[config.mk]
export PLATFORM = sky130hd
export DESIGN_NAME = vga_capture_monitor
export DESIGN_NICKNAME = d
export VERILOG_FILES = /design/src/rtl/vga_capture_monitor.sv
export SDC_FILE = /design/constraint.sdc
export NUM_CORES = 1
export LEC_CHECK = 0
export ABC_CLOCK_PERIOD_IN_PS = 4050
export BUFFER_PORTS_ARGS = -buffer_cell sky130_fd_sc_hd__buf_2
export CAP_MARGIN = 40
export CORE_ASPECT_RATIO = 0.75
export CORE_MARGIN = 5
export CORE_UTILIZATION = 55
export DETAILED_ROUTE_END_ITERATION = 6
export PLACE_DENSITY = 0.87
export SLEW_MARGIN = 40
export SYNTH_ARGS = -nofsm -noshare
export SYNTH_HDL_FRONTEND = slang
export SYNTH_SLANG_ARGS = --single-unit
[constraint.sdc]
create_clock -name clk -period 4.05 [get_ports clk]
set_clock_uncertainty 0.1 [all_clocks]
set_input_delay 0.6075 -clock clk [delete_from_list [all_inputs] [get_ports clk]]
set_output_delay 0.6075 -clock clk [all_outputs]
set_load 0.01 [all_outputs]
[src/rtl/vga_capture_monitor.sv]
// VGA capture monitor: measures the incoming raster, locks onto the expected
// geometry, counts frames while locked, and emits a decimated (1-in-8 in both
// axes) RGB332 write stream for an 80x60 capture buffer.
module vga_capture_monitor #(
  parameter int   H_ACTIVE = 640,
  parameter int   V_ACTIVE = 480,
  parameter logic SYNC_POL = 1'b0
) (
  input  logic        clk,
  input  logic        rst,
  input  logic        vgaClk,
  input  logic        hSync,
  input  logic        vSync,
  input  logic        bright,
  input  logic [23:0] rgb,
  output logic        locked,
  output logic        syncErr,
  output logic [9:0]  hPixels,
  output logic [9:0]  vLines,
  output logic [15:0] frameCount,
  output logic        wrEn,
  output logic [12:0] wrAddr,
  output logic [7:0]  wrData
);

  localparam logic [9:0] H_ACT   = 10'(H_ACTIVE);
  localparam logic [9:0] V_ACT   = 10'(V_ACTIVE);
  localparam logic [9:0] CNT_MAX = 10'h3FF;

  typedef enum logic [1:0] {SEEK, MEASURE, LOCKED} state_t;

  state_t      state_q, state_d;
  logic        hs_prev_q, hs_prev_d;
  logic        vs_prev_q, vs_prev_d;
  logic [9:0]  px_cnt_q, px_cnt_d;
  logic [9:0]  ln_cnt_q, ln_cnt_d;
  logic [9:0]  h_pixels_q, h_pixels_d;
  logic [9:0]  v_lines_q, v_lines_d;
  logic [15:0] frame_cnt_q, frame_cnt_d;
  logic        meas_bad_q, meas_bad_d;
  logic        sync_err_q, sync_err_d;
  logic        wr_en_q, wr_en_d;
  logic [12:0] wr_addr_q, wr_addr_d;
  logic [7:0]  wr_data_q, wr_data_d;

  logic        hs_edge, vs_edge;
  logic        line_close, line_bad, frame_bad;
  logic [9:0]  ln_after_h;
  logic        cap_hit;
  logic [12:0] cap_addr;

  // Only the top bits of each colour channel reach the capture buffer.
  logic unused_rgb_bits;
  assign unused_rgb_bits = ^{rgb[20:16], rgb[12:8], rgb[5:0]};

  // Edge detection and line/frame close qualifiers for the current sample.
  always_comb begin
    hs_edge    = vgaClk && (hSync == SYNC_POL) && (hs_prev_q != SYNC_POL);
    vs_edge    = vgaClk && (vSync == SYNC_POL) && (vs_prev_q != SYNC_POL);
    line_close = hs_edge && (px_cnt_q != 10'd0);
    line_bad   = line_close && (px_cnt_q != H_ACT);
    // hSync is handled before vSync, so a line closing on the vSync sample
    // is already included in the frame height.
    ln_after_h = (line_close && (ln_cnt_q != CNT_MAX)) ? ln_cnt_q + 10'd1 : ln_cnt_q;
    frame_bad  = (ln_after_h != V_ACT);
    // Address = (ln/8)*80 + px/8, with *80 formed as *64 + *16.
    cap_addr   = {ln_cnt_q[9:3], 6'b0} + {2'b0, ln_cnt_q[9:3], 4'b0} + {6'b0, px_cnt_q[9:3]};
    // Bounding to 640x480 keeps every address inside 0..4799.
    cap_hit    = vgaClk && (state_q == LOCKED) && bright &&
                 (px_cnt_q[2:0] == 3'd0) && (ln_cnt_q[2:0] == 3'd0) &&
                 (px_cnt_q < 10'd640) && (ln_cnt_q < 10'd480);
  end

  // Sync history, saturating pixel/line counters, measurements and capture port.
  always_comb begin
    hs_prev_d  = hs_prev_q;
    vs_prev_d  = vs_prev_q;
    px_cnt_d   = px_cnt_q;
    ln_cnt_d   = ln_cnt_q;
    h_pixels_d = h_pixels_q;
    v_lines_d  = v_lines_q;
    wr_en_d    = cap_hit;
    wr_addr_d  = cap_hit ? cap_addr : wr_addr_q;
    wr_data_d  = cap_hit ? {rgb[23:21], rgb[15:13], rgb[7:6]} : wr_data_q;
    if (vgaClk) begin
      hs_prev_d = hSync;
      vs_prev_d = vSync;
      if (hs_edge) begin
        if (px_cnt_q != 10'd0) h_pixels_d = px_cnt_q;
        px_cnt_d = 10'd0;
      end else if (bright && (px_cnt_q != CNT_MAX)) begin
        px_cnt_d = px_cnt_q + 10'd1;
      end
      ln_cnt_d = ln_after_h;
      if (vs_edge) begin
        v_lines_d = ln_after_h;
        ln_cnt_d  = 10'd0;
      end
    end
  end

  // Lock FSM next state, error pulse and frame counter.
  always_comb begin
    state_d     = state_q;
    meas_bad_d  = meas_bad_q;
    sync_err_d  = 1'b0;
    frame_cnt_d = frame_cnt_q;
    case (state_q)
      SEEK: begin
        if (vs_edge) begin
          state_d    = MEASURE;
          meas_bad_d = 1'b0;
        end
      end
      MEASURE: begin
        if (line_bad) meas_bad_d = 1'b1;
        if (vs_edge) begin
          if (!frame_bad && !meas_bad_q && !line_bad) state_d = LOCKED;
          meas_bad_d = 1'b0;
        end
      end
      LOCKED: begin
        if (line_bad || (vs_edge && frame_bad)) begin
          sync_err_d = 1'b1;
          state_d    = SEEK;
        end else if (vs_edge) begin
          frame_cnt_d = frame_cnt_q + 16'd1;
        end
      end
      default: state_d = SEEK;
    endcase
  end

  // FSM state register.
  always_ff @(posedge clk or negedge rst) begin
    if (!rst) state_q <= SEEK;
    else      state_q <= state_d;
  end

  // Datapath registers; reset returns history to the idle sync level.
  always_ff @(posedge clk or negedge rst) begin
    if (!rst) begin
      hs_prev_q   <= ~SYNC_POL;
      vs_prev_q   <= ~SYNC_POL;
      px_cnt_q    <= '0;
      ln_cnt_q    <= '0;
      h_pixels_q  <= '0;
      v_lines_q   <= '0;
      frame_cnt_q <= '0;
      meas_bad_q  <= 1'b0;
      sync_err_q  <= 1'b0;
      wr_en_q     <= 1'b0;
      wr_addr_q   <= '0;
      wr_data_q   <= '0;
    end else begin
      hs_prev_q   <= hs_prev_d;
      vs_prev_q   <= vs_prev_d;
      px_cnt_q    <= px_cnt_d;
      ln_cnt_q    <= ln_cnt_d;
      h_pixels_q  <= h_pixels_d;
      v_lines_q   <= v_lines_d;
      frame_cnt_q <= frame_cnt_d;
      meas_bad_q  <= meas_bad_d;
      sync_err_q  <= sync_err_d;
      wr_en_q     <= wr_en_d;
      wr_addr_q   <= wr_addr_d;
      wr_data_q   <= wr_data_d;
    end
  end

  assign locked     = (state_q == LOCKED);
  assign syncErr    = sync_err_q;
  assign hPixels    = h_pixels_q;
  assign vLines     = v_lines_q;
  assign frameCount = frame_cnt_q;
  assign wrEn       = wr_en_q;
  assign wrAddr     = wr_addr_q;
  assign wrData     = wr_data_q;

endmodule
-- Word-level counts from Yosys, hierarchy flattened
Cells that the tools add are included.
Widths: inputs -> output; s select.
- word-level logic and storage cells: 82
- bits of input ports: 30
- bits in registers: 84
- output and inout bits: 60
- reductions and logical operators: 33
- bitwise gates (word level): 3
- multiplexer cells: 15
- magnitude comparators: 2
- equality and inequality tests: 11
- add/sub/neg operators: 5
- operator list (cell ; count):
    $mux 10 ; 4
    $ne 10x10->1 const B ; 3
    $add 10x1->10 const B ; 2
    $logic_and 1x1->1 ; 17
    $add 16x1->16 const B ; 1
    $add 13x11->13 ; 1
    $add 13x7->13 ; 1
    $lt 10x10->1 const B ; 1
    $lt 10x9->1 const B ; 1
    $ne 10x9->1 const B ; 1
    $reduce_bool 10->1 ; 1
    $reduce_and 3->1 ; 3
    $mux 2 ; 4
    $logic_not 3->1 ; 2
    $ne 2x2->1 const B ; 3
    $pmux 2 s3 ; 1
    $mux 1 ; 5
    $reduce_and 2->1 ; 2
    $reduce_and 4->1 ; 1
    $reduce_bool 2->1 ; 2
    $logic_not 1->1 ; 3
    $ne 3x3->1 const B ; 1
    $not 1->1 ; 3
    $eq 2x1->1 const B ; 1
    other kinds (5) ; 5

-- Logic depth before layout (Yosys ltp)
Gate-level depths: netlist of run 1.
- depth after elaboration: 13
- mapped depth: 12
- gate-level depth less buffers: 9

-- Worst setup path after synthesis of run 1
OpenSTA, ideal clock, no wires.
- kind: flip-flop to flip-flop
- from: register px_cnt_q[4]
- to: register frame_cnt_q[1], in the netlist frameCount[1]
- data required time: 3825 ps
- clock period less this slack: 2894 ps
- arrival: 2670 ps
- cell stages (with the launch flop): 10
- path buffers: 2
- slack: 1156 ps
- setup time: 125 ps
- cell sequence: dfrtp_1 or4_4 o31ai_4 buf_6 a21oi_2 o32a_1 a211o_1 buf_6 nor3_1 mux2_2
- longest elaborated chain between the ends: 9
- elaborated cells on any way between the ends: 11
- those cells by class: eq/ne (2); mux (1); bitwise (1); reduce/logical (7)
- ends and longest elaborated chain (item ; line ; source):
    start, declared ; 35 ; logic [9:0] px_cnt_q, px_cnt_d;
    start signal, assigned ; 158 ; px_cnt_q <= px_cnt_d;
    $reduce_bool 10->1 ; 60 ; line_close = hs_edge && (px_cnt_q != 10'd0);
    $logic_and 1x1->1 ; 60 ;
    $logic_and 1x1->1 ; 64 ; ln_after_h = (line_close && (ln_cnt_q != CNT_MAX)) ? ln_cnt_q + 10'd1 : ln_cnt_q;
    $mux 10 ; 64 ;
    $ne 10x9->1 ; 65 ; frame_bad = (ln_after_h != V_ACT);
    $logic_and 1x1->1 ; 123 ; if (line_bad || (vs_edge && frame_bad)) begin
    $logic_or 1x1->1 (*) ; 123 ;
    $not 1->1 (no source line) (*) ; - ;
    $reduce_and 3->1 (no source line) (*) ; - ;
    end signal, assigned ; 162 ; frame_cnt_q <= frame_cnt_d;
    end, declared ; 39 ; logic [15:0] frame_cnt_q, frame_cnt_d;
Mark *: on every way between the ends. The rest lies on a longest branch, timed or not.
A chain may end at the register's enable or synchronous reset.

-- Worst setup path after layout of run 1
Same ends and word-level chain as after synthesis.

==> run summary, run 1 <==
Status = completed
Final worst setup slack = 930.2 ps
CP Max Fanout = 15
Worst setup SP type = flop
Crit share post-route = 77.03%
Die span in x = 111.9 um
Initial antenna violation count = 0
Core area = 0.007466 mm2
CP Class = reg -> reg
Drt first pass iters = 5
CP Buf/Inv Count = 1
Dpl cells = 593
Diodes inserted = 0
Unrepaired setup endpoints after global routing = false
Synthesized flop and latch total = 84
Count of input and output buffers = 73
Sequential area share after synthesis = 49.18%
CP arrival = 3280 ps
GPL Wtd Cong = 0.8553
Num Clock Sinks = 84
Synth Cell Area = 0.004279 mm2
P_int = 1.406 mW
Largest family of logic cells by synthesized area = simple AND/OR/NAND/NOR gates
Slew HR = 50.74%
Htree depth = 3
Hold_buf cts = 0
CP required = 4210 ps
Mean Syn Cell Area = 9.792 um2
Switch Pwr = 663.2 uW
Root buffer cell = clkbuf_8
Reg clk slew, reported paths = 90 ps
ANT nets after route = 0
First-pass GRT wire length = 15.70 mm
GRT Residual Overflow = 0
Post-synthesis cell count = 437
Final Hold Fails = 0
Final Util = 65.81%
Critical Path Sink Type = flop
Placed Area = 0.004708 mm2
Met3 global-route usage = 5.652%
Post-CTS Setup Inserts = 0
Tot GR Track Use = 19.80%
R2R Path End = frameCount[1]$_DFFE_PN0P_
Clock share of power = 29.3%
Post-Layout Cell Count = 609
Adder-cell area share of the yosys netlist = 6.199%
Pin count of the biggest net entering global routing = 85
Nets = 553
Most Used Layer, Global Route = met2
Clk_lat worst skew = 360 ps
Number of max-cap violations = 0
Combinational power share = 21.3%
Leak Pwr = 2.620 nW
Iter 0 DRT Violations = 193
R2R cell count = 7
Crit-path slowest cell = or4_4
Unique masters post-synth = 55
Vias in the first global route = 3281
Post-DP HPWL = 6.379 mm
M2 GR Usage = 31.77%
Via count = 3354
Max Freq = 320.5 MHz
Hold Crit Class = in -> async
Worst reg2reg setup slack = 930 ps
CTS Buffer Depth = 2
Post-synth EDFFs = 0
TritonCTS clock tree = yes
Drc violations = 0
Post-synthesis mux area share = 1.287%
Vias per cell = 5.507
Post-Synth Simple-Gate Area = 23.30%
Min Tclk post-route = 3120 ps
Share of cells above drive strength 1 = 22.64%
Routed WL = 9.053 mm
Initial Utilization = 57.32%
CP delay by family, top = simple AND/OR/NAND/NOR gates
Syn. warnings = 0
Synth Area in XOR/XNOR = 6.959%
Critical Path Max Stage Delay = 580 ps
Standard-cell rows = 27
Post-route cell area = 0.004913 mm2
Num CTS Buffers = 9
Maximum VDD drop = 0.2806 mV
Area grow syn2layout = 14.82%
Critical-path cell list = or4_4, o31ai_4, buf_4, o21ai_0, a211o_1, nor3_1, mux2_2
Die height = 86.39 um
Ys flop type = dfrtp_1
Synth Area in Compound Gates = 9.591%
Worst-margin pin slew = 729.4 ps
Syn Nets = 487
Power Dens Cells = 421.1 mW/mm2
Placement Setup Slack = 896.2 ps
Register share of total power = 49.3%
Routed len/inst = 14.87 um
Switching Share = 32.05%
CTS resizes = 0
Max-slew violations = 0
Die area = 0.009663 mm2
Async SR Flop Fraction = 100.0%
Reg2reg start = px_cnt_q[4]$_DFFE_PN0P_
Setup-failing EPs final = 0
Boundary Pins = 90
Grt met1 use = 26.31%
Setup TNS = 0 ps
-- through the flow --
stage	power [mW]	hold slack [ps]
2_1_floorplan	1.315	211.9
3_3_place_gp	1.451	345.4
3_5_place_dp	1.479	350.5
4_1_cts	2.077	210.5
5_1_grt	2.183	224.8
6_report	2.069	170.0
-- cells in the mapped netlist, drive strengths merged, types with 6 or more instances --
cell	number	area share (%)
and3	8	1.2
xnor2	10	2.0
nand4	9	1.3
nor4	15	3.6
nand2	93	8.2
o21ai	28	3.3
xor2	24	4.9
nor2	32	2.8
inv	8	0.70
nor3	6	0.70
buf	7	1.4
a21o	6	1.1
ha	18	5.3
nand3	15	1.8
dfrtp	82	48
a21oi	12	1.6
clkbuf	16	1.4
-- logic make-up after synthesis --
logic type,count (synthesis)
compound gates,63
xor+xnor,34
fa+ha+maj,20
buf+inv,31
flops,84
mux,5
simple gates,200
-- cell usage in the layout, fill, tap and decap left out, types with 3 or more instances in the layout --
| cell type | count |
|---|---|
| dfrtp_1 | 82 |
| nor2_1 | 32 |
| a21o_1 | 6 |
| xnor2_1 | 10 |
| nand4_1 | 9 |
| nor3_1 | 6 |
| nor4_1 | 7 |
| clkbuf_8 | 11 |
| buf_4 | 5 |
| or3_1 | 4 |
| and3_1 | 8 |
| xor2_1 | 24 |
| buf_2 | 72 |
| nor4_2 | 7 |
| o21ai_0 | 28 |
| ha_1 | 18 |
| inv_1 | 8 |
| nand3_1 | 15 |
| mux2_2 | 4 |
| nand2_1 | 93 |
| o31a_1 | 3 |
| nor2b_1 | 3 |
| a21oi_1 | 10 |
-- cell type report --
type / instances / area (um2)
clock buffer: 10 / 137.6
multi-input combinational: 322 / 2039
sequential: 84 / 2105
tap: 101 / 126.4
clock inverter: 6 / 63.81
timing repair buffer: 78 / 411.6
fill: 590 / 2552
inverter: 8 / 30.03
-- routing by layer --
| layer | wire length, um | up-vias |
|---|---|---|
| li1 | - | 1648 |
| met1 | 4014 | 1589 |
| met2 | 4289 | 108 |
| met3 | 637 | 9 |
| met4 | 112 | 0 |
| met5 | 0 | - |
-- worst max-delay path by stage --
stage	startpoint	end	slack [ps]	cells past startpoint
detailed placement	vgaClk	frameCount[1]$_DFFE_PN0P_	900	9
global route	px_cnt_q[4]$_DFFE_PN0P_	frameCount[1]$_DFFE_PN0P_	770	6
global placement	vgaClk	frameCount[1]$_DFFE_PN0P_	940	9
CTS	px_cnt_q[4]$_DFFE_PN0P_	frameCount[1]$_DFFE_PN0P_	920	7
floorplan	px_cnt_q[4]$_DFFE_PN0P_	frameCount[1]$_DFFE_PN0P_	1160	9
finish	px_cnt_q[4]$_DFFE_PN0P_	frameCount[1]$_DFFE_PN0P_	930	7
-- worst register-to-register path: stages (launching register included) --
cell,delay [ps]
dfrtp_1,470
or4_4,580
o31ai_4,360
buf_4,280
o21ai_0,110
a211o_1,290
nor3_1,440
mux2_2,390
-- registers in the layout, indices dropped and copies added, names as in the netlist --
signal,count
meas_bad_q,1
wrAddr,13
vLines,10
hPixels,10
vs_prev_q,1
hs_prev_q,1
state_q,2
syncErr,1
wrEn,1
wrData,8
ln_cnt_q,10
frameCount,16
px_cnt_q,10
-- power by group through the flow --
stage	logic [mW]	clock network (mW)	registers, mW
4_1_cts	0.445	0.612	1.02
6_report	0.442	0.607	1.02
3_5_place_dp	0.444	0	1.04
5_1_grt	0.494	0.653	1.04
2_1_floorplan	0.263	0	1.05
3_3_place_gp	0.421	0	1.03
Power figures use the tool's default switching activity.
==> run 2, diff against run 1 <==
- ABC_CLOCK_PERIOD_IN_PS: 4050 -> 3200
- clock period: 4.05 -> 3.2 ns (I/O delays scaled with it)
==> run 2 against run 1 <==
  * Non-clock buffer count grew 6
  * Setup slack lost 750 ps
  * Fmax grew 3.2%
  * Power grew 32%
  * Worst hold slack lost 110 ps
  * Sequential cell count is the same
  * Critical path depth grew 2
  * Design area grew 1.7%
  * Cell count grew 0.99%
  * Count of clock-buffer cells in the layout grew 3
  * Wire length grew 5.3%
  * Combinational power grew 29%
==> run summary, run 2 (synthesis gave the netlist of run 1 again) <==
Status = completed (unchanged)
Worst-margin pin slew = 690.6 ps (was 729.4 ps)
Pin count of the biggest net entering global routing = 85 (unchanged)
Core area = 0.007466 mm2 (unchanged)
Worst setup SP type = flop (unchanged)
Most Used Layer, Global Route = met2 (unchanged)
Num CTS Buffers = 9 (unchanged)
FILL cells = 579 (was 590)
Max-slew violations = 0 (unchanged)
Share of cells above drive strength 1 = 23.54% (was 22.64%)
Die area = 0.009663 mm2 (unchanged)
R2R cell count = 9 (was 7)
Grt met1 use = 26.47% (was 26.31%)
Count of input and output buffers = 73 (unchanged)
CP Buf/Inv Count = 2 (was 1)
Final Hold Fails = 0 (unchanged)
Clk_lat worst skew = 350 ps (was 360 ps)
Vias per cell = 5.598 (was 5.507)
Max Freq = 330.8 MHz (was 320.5 MHz)
Via count = 3443 (was 3354)
Diodes inserted = 0 (unchanged)
CP required = 3320 ps (was 4210 ps)
Tot GR Track Use = 20.69% (was 19.80%)
Crit share post-route = 94.47% (was 77.03%)
Dpl cells = 599 (was 593)
ANT nets after route = 0 (unchanged)
Setup-failing EPs final = 0 (unchanged)
GPL Wtd Cong = 0.9238 (was 0.8553)
M2 GR Usage = 35.20% (was 31.77%)
Num Clock Sinks = 84 (unchanged)
Unrepaired setup endpoints after global routing = false (unchanged)
Critical Path Sink Type = flop (unchanged)
Crit-path slowest cell = or4_4 (unchanged)
Vias in the first global route = 3499 (was 3281)
First-pass GRT wire length = 16.46 mm (was 15.70 mm)
CP Class = reg -> reg (unchanged)
CTS Buffer Depth = 2 (unchanged)
Nets = 559 (was 553)
Root buffer cell = clkbuf_8 (unchanged)
Routed len/inst = 15.51 um (was 14.87 um)
Most common cell after layout, fill and taps aside = nand2_1 (unchanged)
Htree depth = 3 (unchanged)
Iter 0 DRT Violations = 183 (was 193)
Die height = 86.39 um (unchanged)
Total Power = 2.736 mW (was 2.069 mW)
Max reg flops = 16 (unchanged)
Hold Crit Class = in -> async (unchanged)
Leak Pwr = 2.670 nW (was 2.620 nW)
Boundary Pins = 90 (unchanged)
CP arrival = 3140 ps (was 3280 ps)
Area grow syn2layout = 16.73% (was 14.82%)
Critical-path cell list = or4_4, o31ai_4, buf_4, nor2_1, mux2_2, a21oi_2, buf_6, nor4_1, xor2_1 (was or4_4, o31ai_4, buf_4, o21ai_0, a211o_1, nor3_1, mux2_2)
Die span in x = 111.9 um (unchanged)
Placed Area = 0.004746 mm2 (was 0.004708 mm2)
GRT Residual Overflow = 0 (unchanged)
Min Tclk post-route = 3023 ps (was 3120 ps)
Setup TNS = 0 ps (unchanged)
CP Max Fanout = 18 (was 15)
TritonCTS clock tree = yes (unchanged)
Drt first pass iters = 5 (unchanged)
Post-CTS Setup Inserts = 0 (unchanged)
Standard-cell rows = 27 (unchanged)
CP Depth = 9 (was 7)
Post-Layout Cell Count = 615 (was 609)
Maximum VDD drop = 0.2984 mV (was 0.2806 mV)
Drc violations = 0 (unchanged)
Routed WL = 9.536 mm (was 9.053 mm)
Slew HR = 53.82% (was 50.74%)
Initial antenna violation count = 0 (unchanged)
Initial Utilization = 57.32% (unchanged)
Hold_buf cts = 0 (unchanged)
Power Dens Cells = 547.7 mW/mm2 (was 421.1 mW/mm2)
Critical Path Max Stage Delay = 580 ps (about the same)
Most frequent cells in the layout = 93 x nand2_1, 82 x dfrtp_1, 72 x buf_2 (unchanged)
Met3 global-route usage = 6.001% (was 5.652%)
Post-route cell area = 0.004995 mm2 (was 0.004913 mm2)
Post-DP HPWL = 6.807 mm (was 6.379 mm)
CP delay by family, top = simple AND/OR/NAND/NOR gates (unchanged)
Reg clk slew, reported paths = 80 ps (was 90 ps)
Number of max-cap violations = 0 (unchanged)
CTS resizes = 0 (unchanged)
==> run 2: path summary, 6_finish.rpt <==
| kind | end | startpoint | slack (ps) |
|---|---|---|---|
| max | frameCount[13]$_DFFE_PN0P_ | px_cnt_q[6]$_DFFE_PN0P_ | 180 |
| min | wrData[0]$_DFFE_PN0P_ | rst | 60 |
| max reg2reg | frameCount[13]$_DFFE_PN0P_ | px_cnt_q[6]$_DFFE_PN0P_ | 180 |
| min reg2reg | wrData[6]$_DFFE_PN0P_ | wrData[6]$_DFFE_PN0P_ | 370 |
| max in group asynchronous | hPixels[1]$_DFFE_PN0P_ | rst | 2480 |
| min in group clk | wrData[4]$_DFFE_PN0P_ | rgb[15] | 230 |
==> run 2: final cells by class <==
type | count | area, um2 | area share [%]
clock buffers | 13 | 168.9 | 3.382
clock inverters | 3 | 67.56 | 1.353
inverters | 8 | 30.03 | 0.6012
multi-input cells | 322 | 2037 | 40.78
flip-flops and latches | 84 | 2105 | 42.13
well taps | 101 | 126.4 | 2.530
repair buffers | 84 | 460.4 | 9.218
==> run 2: power by group <==
part           total (mW)  switching [mW]  internal (mW)
sequential           1.30           0.106           1.19
combinational       0.572           0.353          0.219
clock               0.868           0.364          0.504
total                2.74           0.823           1.91
==> run 2: stage by stage <==
step | hold slack, ps | setup WS (ps) | utilization (%)
2_1_floorplan | 84.41 | 305.5 | -
3_3_place_gp | 345.5 | 228.6 | 63.52
3_5_place_dp | 350.3 | 174.3 | 63.57
4_1_cts | 97.06 | 161.4 | 66.73
5_1_grt | 107.6 | 4.306 | 66.90
6_report | 64.30 | 176.8 | 66.90
==> run 2: metal layers <==
metal	share of wire (%)	wire length [um]	up-vias
met2	49	4719	138
met1	42	4045	1646
met4	1.2	115	0
met3	6.9	655	15
met5	0	0	-
li1	-	-	1644
==> run 3, diff against run 2 <==
- CELL_PAD_IN_SITES_DETAIL_PLACEMENT: unset -> 0
- CELL_PAD_IN_SITES_GLOBAL_PLACEMENT: unset -> 1
- CORE_UTILIZATION: 55 -> 42
==> run 3 against run 2 <==
  * Sequential power hardly changed
  * Critical path depth decreased by 1
  * Worst hold slack better by 17 ps
  * Register-to-register slack about the same
  * Count of clock-buffer cells in the layout shrank 1
  * Via count fell by 2.3%
  * Non-clock buffer count up 2
  * Power up 5.4%
==> run summary, run 3 (synthesis gave the netlist of run 1 again) <==
Status = completed (unchanged)
Final Util = 51.96% (was 66.90%)
Worst-margin pin slew = 722.3 ps (was 690.6 ps)
Reg clk slew, reported paths = 60 ps (was 80 ps)
Slew HR = 51.70% (was 53.82%)
Diodes inserted = 0 (unchanged)
Most common cell after layout, fill and taps aside = nand2_1 (unchanged)
M2 GR Usage = 23.82% (was 35.20%)
Combinational power share = 19.8% (was 20.9%)
Grt met1 use = 21.74% (was 26.47%)
Initial Utilization = 43.61% (was 57.32%)
Clk_lat worst skew = 340 ps (was 350 ps)
Htree depth = 3 (unchanged)
Count of input and output buffers = 73 (unchanged)
Critical Path Sink Type = flop (unchanged)
Sequential Area = 0.002105 mm2 (unchanged)
Met3 global-route usage = 5.110% (was 6.001%)
Routed len/inst = 14.56 um (was 15.51 um)
Core area = 0.009813 mm2 (was 0.007466 mm2)
Area grow syn2layout = 19.15% (was 16.73%)
Post-CTS Setup Inserts = 0 (unchanged)
Switching Share = 29.45% (was 30.09%)
Num Clock Sinks = 84 (unchanged)
Most Used Layer, Global Route = met2 (unchanged)
Tot GR Track Use = 16.03% (was 20.69%)
Unrepaired setup endpoints after global routing = false (unchanged)
GPL Wtd Cong = 0.9070 (was 0.9238)
Setup-failing EPs final = 0 (unchanged)
Die span in x = 126.6 um (was 111.9 um)
Num CTS Buffers = 9 (unchanged)
Number of max-cap violations = 0 (unchanged)
Crit share post-route = 94.59% (was 94.47%)
Register share of total power = 44.9% (was 47.3%)
GRT Residual Overflow = 0 (unchanged)
Clock share of power = 35.3% (was 31.7%)
Iter 0 DRT Violations = 186 (was 183)
Post-DP HPWL = 6.730 mm (was 6.807 mm)
Leak Pwr = 2.709 nW (was 2.670 nW)
ANT nets after route = 0 (unchanged)
Vias in the first global route = 3348 (was 3499)
CP Max Fanout = 16 (was 18)
Area of the multi-input gates = 0.002032 mm2 (was 0.002037 mm2)
Hold_buf cts = 0 (unchanged)
TritonCTS clock tree = yes (unchanged)
CP required = 3360 ps (was 3320 ps)
Switch Pwr = 849.2 uW (was 823.2 uW)
Final Hold Fails = 0 (unchanged)
Max reg flops = 16 (unchanged)
Boundary Pins = 90 (unchanged)
CTS Buffer Depth = 2 (unchanged)
Root buffer cell = clkbuf_16 (was clkbuf_8)
FILL cells = 923 (was 579)
Maximum VDD drop = 0.3493 mV (was 0.2984 mV)
Standard-cell rows = 31 (was 27)
Setup TNS = 0 ps (unchanged)
Most frequent cells in the layout = 93 x nand2_1, 82 x dfrtp_1, 72 x buf_2 (unchanged)
CP Class = reg -> reg (unchanged)
Drc violations = 0 (unchanged)
Share of cells above drive strength 1 = 23.45% (was 23.54%)
Vias per cell = 5.190 (was 5.598)
Die height = 97.42 um (was 86.39 um)
Worst setup SP type = flop (unchanged)
Min Tclk post-route = 3027 ps (was 3023 ps)
Pin count of the biggest net entering global routing = 85 (unchanged)
Nets = 561 (was 559)
Initial antenna violation count = 0 (unchanged)
CTS resizes = 0 (unchanged)
P_int = 2.034 mW (was 1.912 mW)
Die area = 0.01233 mm2 (was 0.009663 mm2)
Max-slew violations = 0 (unchanged)
Routed WL = 9.438 mm (was 9.536 mm)
First-pass GRT wire length = 16.29 mm (was 16.46 mm)
CP arrival = 3180 ps (was 3140 ps)
Max Freq = 330.4 MHz (was 330.8 MHz)
Via count = 3363 (was 3443)
Drt first pass iters = 5 (unchanged)
Hold Crit Class = in -> async (unchanged)
Power Dens Cells = 565.4 mW/mm2 (was 547.7 mW/mm2)
==> run 3: cell count changes in the layout (fill, tap and decap cells not counted), sizes merged <==
cell	delta
clkinv	+3
bufinv	-1
buf	+2
clkbuf	-1
clkinvlp	-1
==> run 3: worst paths after layout <==
| kind | cells past startpoint | from | slack, ps | endpoint |
|---|---|---|---|---|
| setup / recovery | 8 | px_cnt_q[6]$_DFFE_PN0P_ | 170 | frameCount[8]$_DFFE_PN0P_ |
| hold / removal | 1 | rst | 80 | wrData[2]$_DFFE_PN0P_ |
| setup reg to reg | 8 | px_cnt_q[6]$_DFFE_PN0P_ | 170 | frameCount[8]$_DFFE_PN0P_ |
| hold reg to reg | 2 | wrData[6]$_DFFE_PN0P_ | 360 | wrData[6]$_DFFE_PN0P_ |
| max in group asynchronous | 1 | rst | 2460 | hPixels[1]$_DFFE_PN0P_ |
| min in group clk | 3 | rgb[15] | 240 | wrData[4]$_DFFE_PN0P_ |
==> run 3: area by class of cell <==
type                            instances  share of cell area (%)
Tap cell                              132                   3.239
Sequential cell                        84                   41.28
Clock buffer                           12                   4.834
Multi-Input combinational cell        322                   39.85
Clock inverter                          4                  0.9571
Timing Repair Buffer                   86                   9.252
Inverter                                8                  0.5890
==> run 3: critical path: stages (launching register included) <==
cell,delay (ps)
dfrtp_1,410
or4_4,580
o31ai_4,360
nor3_1,150
xnor2_1,210
a211o_1,340
buf_4,220
nor4_1,390
xor2_1,190
==> run 3: metrics by stage <==
step                total power [mW]  hold WS, ps  setup WS (ps)  instance area, um2  std cells
global placement               1.856        344.3          244.3                4796        632
finish                         2.883        81.52          173.1                5099        648
CTS                            2.924        124.4          174.5                5095        648
detailed placement             1.886        350.1          189.7                4800        632
global route                   3.041        132.9          13.60                5099        648
floorplan                      1.665        84.41          305.5                4279        437
==> run 3: layer usage <==
layer	part of all wire, %	vias up	wire [um]
met2	45	96	4242
met3	6.5	15	618
li1	-	1661	-
met4	1.6	0	153
met5	0	-	0
met1	47	1591	4424
==> run 3: power groups by stage <==
stage / clock network, mW / registers [mW] / logic [mW]
floorplan: 0 / 1.33 / 0.333
global placement: 0 / 1.30 / 0.553
detailed placement: 0 / 1.31 / 0.575
CTS: 1.05 / 1.29 / 0.576
global route: 1.09 / 1.31 / 0.635
finish: 1.02 / 1.29 / 0.570
